## config.mk

```make
export PLATFORM = sky130hd
export DESIGN_NAME = parking_hour_log_flat
export DESIGN_NICKNAME = d
export VERILOG_FILES = /design/src/rtl/parking_hour_log_pkg.sv /design/src/rtl/parking_hour_log_if.sv /design/src/rtl/parking_hour_log_sat_counter.sv /design/src/rtl/parking_hour_log.sv /design/src/flat_wrapper.sv
export SDC_FILE = /design/constraint.sdc
export NUM_CORES = 1
export LEC_CHECK = 0
export CAP_MARGIN = 20
export CORE_MARGIN = 3
export CORE_UTILIZATION = 58
export DETAILED_ROUTE_END_ITERATION = 10
export GPL_ROUTABILITY_DRIVEN = 1
export PLACE_DENSITY = 0.87
export SETUP_SLACK_MARGIN = 0.02
export SLEW_MARGIN = 20
export SYNTH_ARGS = -nofsm -noshare
export SYNTH_HDL_FRONTEND = slang
export SYNTH_SLANG_ARGS = --single-unit
```

## constraint.sdc

```tcl
create_clock -name clk -period 4.8 [get_ports clk]
set_input_delay 0.96 -clock clk [delete_from_list [all_inputs] [get_ports clk]]
set_output_delay 0.96 -clock clk [all_outputs]
set_load 0.01 [all_outputs]
```

## src/rtl/parking_hour_log_pkg.sv

```systemverilog
// Shared types and defaults for the per-hour car entry log.
package parking_pkg;

   localparam int HOUR_W        = 4;
   localparam int MAX_HOURS_DEF = 9;
   localparam int CNT_W_DEF     = 8;
   localparam int TOT_W_DEF     = 12;

   typedef enum logic [1:0] {
      LOG  = 2'd0,
      DUMP = 2'd1,
      DONE = 2'd2
   } log_state_t;

endpackage

```

## src/rtl/parking_hour_log_if.sv

```systemverilog
// Record stream from the hour log to the display/report logic.
interface parking_hour_log_if
   import parking_pkg::*;
#(
   parameter int CNT_W = CNT_W_DEF
);
   logic              rd_valid;
   logic              rd_ready;
   logic [HOUR_W-1:0] rd_hour;
   logic [CNT_W-1:0]  rd_count;
   logic              rd_last;

   modport master (output rd_valid, output rd_hour, output rd_count, output rd_last,
                   input  rd_ready);
   modport slave  (input  rd_valid, input  rd_hour, input  rd_count, input  rd_last,
                   output rd_ready);
endinterface

```

## src/rtl/parking_hour_log_sat_counter.sv

```systemverilog
// Saturating up-counter with synchronous clear; clear wins over increment.
module sat_counter #(
   parameter int W = 8
) (
   input  logic         clk,
   input  logic         rst,
   input  logic         clr_i,
   input  logic         inc_i,
   output logic [W-1:0] cnt_o
);
   logic [W-1:0] cnt_q;

   // count up until all ones, then hold
   always_ff @(posedge clk or posedge rst) begin
      if (rst)                         cnt_q <= '0;
      else if (clr_i)                  cnt_q <= '0;
      else if (inc_i && (cnt_q != '1)) cnt_q <= cnt_q + W'(1);
   end

   assign cnt_o = cnt_q;
endmodule

```

## src/rtl/parking_hour_log.sv

```systemverilog
// Logs car entries per work hour during the day, then plays the per-hour
// counts out as a valid/ready record stream once the day has ended.
module parking_hour_log
   import parking_pkg::*;
#(
   parameter int MAX_HOURS = MAX_HOURS_DEF,
   parameter int CNT_W     = CNT_W_DEF,
   parameter int TOT_W     = TOT_W_DEF
) (
   input  logic                clk,
   input  logic                reset,
   input  logic                car_enter,
   input  logic [HOUR_W-1:0]   work_hour,
   input  logic                expired_one_hour,
   input  logic                work_day_expired,
   parking_hour_log_if.master  rd,
   output logic [TOT_W-1:0]    day_total,
   output logic                done
);
   log_state_t        state_q, state_d;
   logic [HOUR_W-1:0] idx_q, idx_d;
   logic [HOUR_W-1:0] last_hour_q;
   logic              have_data_q;
   logic [CNT_W-1:0]  mem_q [MAX_HOURS];
   logic [CNT_W-1:0]  cur_cnt;
   logic [CNT_W-1:0]  close_val;
   logic              in_log, car_ok, hour_wr;

   // Once the day has ended, entries no longer count anywhere.
   assign in_log  = (state_q == LOG);
   assign car_ok  = in_log && car_enter && !work_day_expired;
   // Out-of-range hours still close (cur_cnt clears) but store nothing.
   assign hour_wr = in_log && expired_one_hour &&
                    ({1'b0, work_hour} < (HOUR_W+1)'(MAX_HOURS));

   // An entry on the closing cycle belongs to the closing hour.
   assign close_val = (car_ok && (cur_cnt != '1)) ? cur_cnt + CNT_W'(1) : cur_cnt;

   sat_counter #(.W(CNT_W)) u_cur_cnt (
      .clk   (clk),
      .rst   (reset),
      .clr_i (in_log && expired_one_hour),
      .inc_i (car_ok),
      .cnt_o (cur_cnt)
   );

   sat_counter #(.W(TOT_W)) u_day_total (
      .clk   (clk),
      .rst   (reset),
      .clr_i (1'b0),
      .inc_i (car_ok),
      .cnt_o (day_total)
   );

   // per-hour slot store and the bookkeeping of the highest hour written
   always_ff @(posedge clk or posedge reset) begin
      if (reset) begin
         for (int i = 0; i < MAX_HOURS; i++) mem_q[i] <= '0;
         last_hour_q <= '0;
         have_data_q <= 1'b0;
      end else if (hour_wr) begin
         mem_q[work_hour] <= close_val;
         last_hour_q      <= work_hour;
         have_data_q      <= 1'b1;
      end
   end

   // state and playout index registers
   always_ff @(posedge clk or posedge reset) begin
      if (reset) begin
         state_q <= LOG;
         idx_q   <= '0;
      end else begin
         state_q <= state_d;
         idx_q   <= idx_d;
      end
   end

   // next-state: an hour closing on the same edge the day ends still counts as data
   always_comb begin
      state_d = state_q;
      idx_d   = idx_q;
      case (state_q)
         LOG: begin
            if (work_day_expired) begin
               if (have_data_q || hour_wr) begin
                  state_d = DUMP;
                  idx_d   = '0;
               end else begin
                  state_d = DONE;
               end
            end
         end
         DUMP: begin
            if (rd.rd_ready) begin
               if (idx_q == last_hour_q) state_d = DONE;
               else                      idx_d   = idx_q + HOUR_W'(1);
            end
         end
         DONE:    state_d = DONE;
         default: state_d = LOG;
      endcase
   end

   // record outputs come straight from registered state, zero outside playout
   always_comb begin
      rd.rd_valid = 1'b0;
      rd.rd_hour  = '0;
      rd.rd_count = '0;
      rd.rd_last  = 1'b0;
      done        = (state_q == DONE);
      if (state_q == DUMP) begin
         rd.rd_valid = 1'b1;
         rd.rd_hour  = idx_q;
         rd.rd_count = mem_q[idx_q];
         rd.rd_last  = (idx_q == last_hour_q);
      end
   end
endmodule

```

## src/flat_wrapper.sv

```systemverilog
// flat-port wrapper written by rule: the top's interface ports become plain ports
module parking_hour_log_flat import parking_pkg::*;
#(
   parameter int MAX_HOURS = MAX_HOURS_DEF,
   parameter int CNT_W     = CNT_W_DEF,
   parameter int TOT_W     = TOT_W_DEF
)
  (clk, reset, car_enter, work_hour, expired_one_hour, work_day_expired, day_total, done, rd_rd_valid, rd_rd_hour, rd_rd_count, rd_rd_last, rd_rd_ready);
  parking_hour_log_if #(.CNT_W(CNT_W)) rd_i ();
  input  logic clk;
  input  logic reset;
  input  logic car_enter;
  input  logic [HOUR_W-1:0] work_hour;
  input  logic expired_one_hour;
  input  logic work_day_expired;
  output logic [TOT_W-1:0] day_total;
  output logic done;
  output wire logic [$bits(rd_i.rd_valid)-1:0] rd_rd_valid;
  output wire logic [$bits(rd_i.rd_hour)-1:0] rd_rd_hour;
  output wire logic [$bits(rd_i.rd_count)-1:0] rd_rd_count;
  output wire logic [$bits(rd_i.rd_last)-1:0] rd_rd_last;
  input wire logic [$bits(rd_i.rd_ready)-1:0] rd_rd_ready;
  assign rd_rd_valid = rd_i.rd_valid;
  assign rd_rd_hour = rd_i.rd_hour;
  assign rd_rd_count = rd_i.rd_count;
  assign rd_rd_last = rd_i.rd_last;
  assign rd_i.rd_ready = rd_rd_ready;
  parking_hour_log #(.MAX_HOURS(MAX_HOURS), .CNT_W(CNT_W), .TOT_W(TOT_W)) u_core (.clk(clk), .reset(reset), .car_enter(car_enter), .work_hour(work_hour), .expired_one_hour(expired_one_hour), .work_day_expired(work_day_expired), .rd(rd_i), .day_total(day_total), .done(done));
endmodule
```

==> results by group <==
Global route
  • First-pass GRT wire length: approximately 18000 um
  • GRT overflow: 0
  • GRT Total Usage: 24.1%
  • Top Usage Layer GRT: met2
  • Met1 Use GR: between 30% and 40%
  • Largest net degree at the start of global routing: a little over 90
  • Met3 GRT Util: 4.02%
  • Vias in the first global route: 3661
  • Met2 Use GR: approximately two fifths
  • Initial antenna violation count: 0

Route
  • Initial drt markers: between 200 and 250
  • Routed wire length: approximately 11000 um
  • Antenna Nets Post-Route: 0
  • WL/cell: ~19 um
  • DRC violation count after routing: 0
  • Vias per cell: 6.19
  • Routed via count: between 3k and 4k
  • Pre-Repair DR Iteration Count: 5

Pwr
  • Pwr per Cell Area: between 400 and 500 nW/um2
  • P_sw: around 770 uW
  • Peak supply drop: roughly 0.29 mV
  • Leakage: between 0.002 and 0.0025 uW
  • Clock Power Share: a little under a quarter
  • Switch share: 32.8%
  • Combinational share of power: 25.4%
  • Seq pwr share: about half
  • Int Power: 1590 uW

Logic synthesis
  • Syn Inst Count: about 470
  • Seq/Total Area, Yosys: 52.9%
  • Synthesized area per cell: ~10 um2
  • Syn nets: 484
  • Mapped cell area: around 4900 um2
  • #FFs+latches synth: just over 100
  • Library cells used by synthesis: 45
  • Syn. warnings: 0

CTS
  • TritonCTS clock tree: built
  • Clock Sinks: roughly 100
  • Clock tree root driver cell: clkbuf_8
  • Clock tree buffer depth: 2
  • H-tree levels: 3
  • Inserted Clock Buffers: 9
  • Post-CTS Resized: 0
  • Cts-stage hold buffer count: 0
  • Post-CTS Setup Repair Bufs: 0
  • Reg clk slew, reported paths: about 0.10 ns
  • Worst skew pair latency: 0.37 ns

Timing
  • Unrepaired setup endpoints after global routing: false
  • TNS Setup: 0 ns
  • Slew HR: 30.2%
  • Fmax: between 200 and 300 MHz
  • Setup violators final: 0
  • Min Tclk post-route: approximately 3.7 ns
  • Slew Limit Fails: 0
  • Slew of the pin with the lowest slew margin: 1.05 ns
  • Layout Skew: between 0.01 and 0.015 ns
  • Fin. Hold Viols: 0
  • Fin crit share: 77.4%

Floorplan
  • Width of the die: between 90 and 100 um
  • Core Footprint: 7930 um2
  • Starting Density: roughly three fifths
  • Num ports: 37
  • Cell Rows: 32
  • Die area: 9530 um2
  • Chip Height: ~100 um

Outcome
  • Status: complete, no violations

Critical path
  • Worst Path Arrival: 2.76 ns
  • Startpoint Class: flop
  • Critical Path RT: around 3.8 ns
  • Worst setup EP type: primary output
  • Worst Path Max Fanout: 23
  • Kind of critical path: reg -> out

Placement
  • Area post-placement: 5270 um2
  • Number of port buffers: 36
  • GP Congestion: just over 0.8
  • HPWL after DPL: between 7000 and 8000 um

Finish
  • Synthesis-to-finish area growth: 12.6%
  • FILL cells: 595
  • Share of cells above drive strength 1: a little under a tenth
  • Nets: a little over 500
  • Ant. Diodes: 0
  • Fin area: about 5500 um2
  • Register area: roughly 2600 um2
  • Area of the multi-input gates: approximately 2100 um2

Flow run
  • Max-Cap Viols: 0

Worst hold path
  • Min-Delay Path Class: reg -> reg
==> synth_stat cells (all sizes together) <==
cell type / n / share of area [%]
o21bai: 1 / 0.15
inv: 13 / 1.0
nand2: 89 / 6.9
nor3b: 1 / 0.26
a21o: 2 / 0.31
buf: 12 / 1.4
ha: 7 / 1.8
o311ai: 1 / 0.18
xnor2: 4 / 0.72
o31ai: 1 / 0.44
clkbuf: 11 / 0.85
nor2b: 3 / 0.39
and2: 7 / 0.90
mux4: 13 / 6.0
a31oi: 2 / 0.26
a21oi: 16 / 1.7
nand2b: 4 / 0.51
o211ai: 4 / 0.62
nor4b: 1 / 0.31
nor2: 23 / 1.8
o22a: 1 / 0.18
nand3: 13 / 1.3
nand4: 5 / 0.64
nor3: 1 / 0.10
xor2: 8 / 1.4
o2111ai: 1 / 0.18
mux2: 6 / 1.4
nand3b: 4 / 0.62
and3: 6 / 0.77
nand4b: 1 / 0.18
nor4: 2 / 0.26
o41a: 1 / 0.23
dfrtp: 103 / 53
or4: 1 / 0.15
o21ai: 68 / 7.0
mux2i: 24 / 4.9
or2: 1 / 0.18
and3b: 2 / 0.36
o21a: 1 / 0.15
and4: 2 / 0.36
and2b: 1 / 0.15
==> critical path: stages (launching register included) <==
cell and delay, ns:
dfrtp_2 0.79, buf_4 0.28, mux4_2 0.51, mux2i_1 0.14, o21ai_0 0.13, clkdlybuf4s50_1 0.52
==> cells in the final DEF (no fill, tap or decap), drive strengths merged, types with 3 or more instances in the layout <==
cell,n
mux2,6
o211ai,4
nand3b,4
nor2,23
dfrtp,103
o21ai,68
nand2,89
and3,6
a21oi,16
ha,7
clkbuf,11
clkdlybuf4s50,36
and2,7
clkinv,3
mux4,13
nand3,13
nand4,5
buf,3
xnor2,4
mux2i,24
xor2,8
nor2b,3
inv,13
nand2b,4
==> worst paths after layout <==
| check | cells after the start | slack, ns | from | endpoint |
|---|---|---|---|---|
| max reg2reg | 7 | 2.18 | u_core.state_q[1] | u_core.mem_q[5] |
| min | 2 | 0.49 | u_core.mem_q[54] | u_core.mem_q[54] |
| min reg2reg | 2 | 0.49 | u_core.mem_q[54] | u_core.mem_q[54] |
| max | 5 | 1.08 | u_core.idx_q[0] | rd_rd_count[4] |
| max in group asynchronous | 3 | 2.96 | reset | u_core.idx_q[0] |
| min in group asynchronous | 2 | 1.11 | reset | u_core.last_hour_q[1] |
==> state kept, by name (all words and copies together), names as in the netlist <==
signal / count
u_core.have_data_q: 1
u_core.mem_q: 72
u_core.u_day_total.cnt_o: 12
u_core.idx_q: 4
u_core.u_cur_cnt.cnt_o: 8
u_core.last_hour_q: 4
u_core.state_q: 2
==> cell families after synthesis <==
logic type | share of synthesized area, %
xor+xnor | 2.16
buf+inv | 3.26
simple gates | 16.1
compound gates | 11.4
flops | 52.9
fa+ha+maj | 1.80
mux | 12.3
==> metrics by stage <==
stage                     hold slack (ns)  worst slack, ns  power (uW)  std cells  utilization (%)
after floorplan                     0.445             1.14        1600        467                -
after global placement              0.457             1.17        1770        585             66.5
after detailed placement            0.470             1.12        1810        585             66.5
after CTS                           0.491            0.689        2370        601             69.1
after global routing                0.509            0.937        2490        601             69.2
final                               0.491             1.08        2360        601             69.2
==> area by class of cell <==
type | count | share of cell area (%)
clock buffers | 11 | 2.76
clock inverters | 5 | 1.03
inverters | 13 | 0.981
multi-input cells | 328 | 38.9
flip-flops and latches | 103 | 47.0
well taps | 102 | 2.33
repair buffers | 39 | 6.98
==> power groups by stage <==
stage	combinational, uW	sequential (uW)	clock, uW
6_report	600	1200	560
5_1_grt	665	1220	601
4_1_cts	602	1200	566
3_5_place_dp	597	1210	0
3_3_place_gp	567	1200	0
2_1_floorplan	460	1140	0
==> metal layers <==
layer  share of wire, %  wire [um]
met1                 42       4640
met5                  0          0
met2                 50       5520
met3                6.0        672
met4                2.6        288
(Power assumes the default switching activity.)
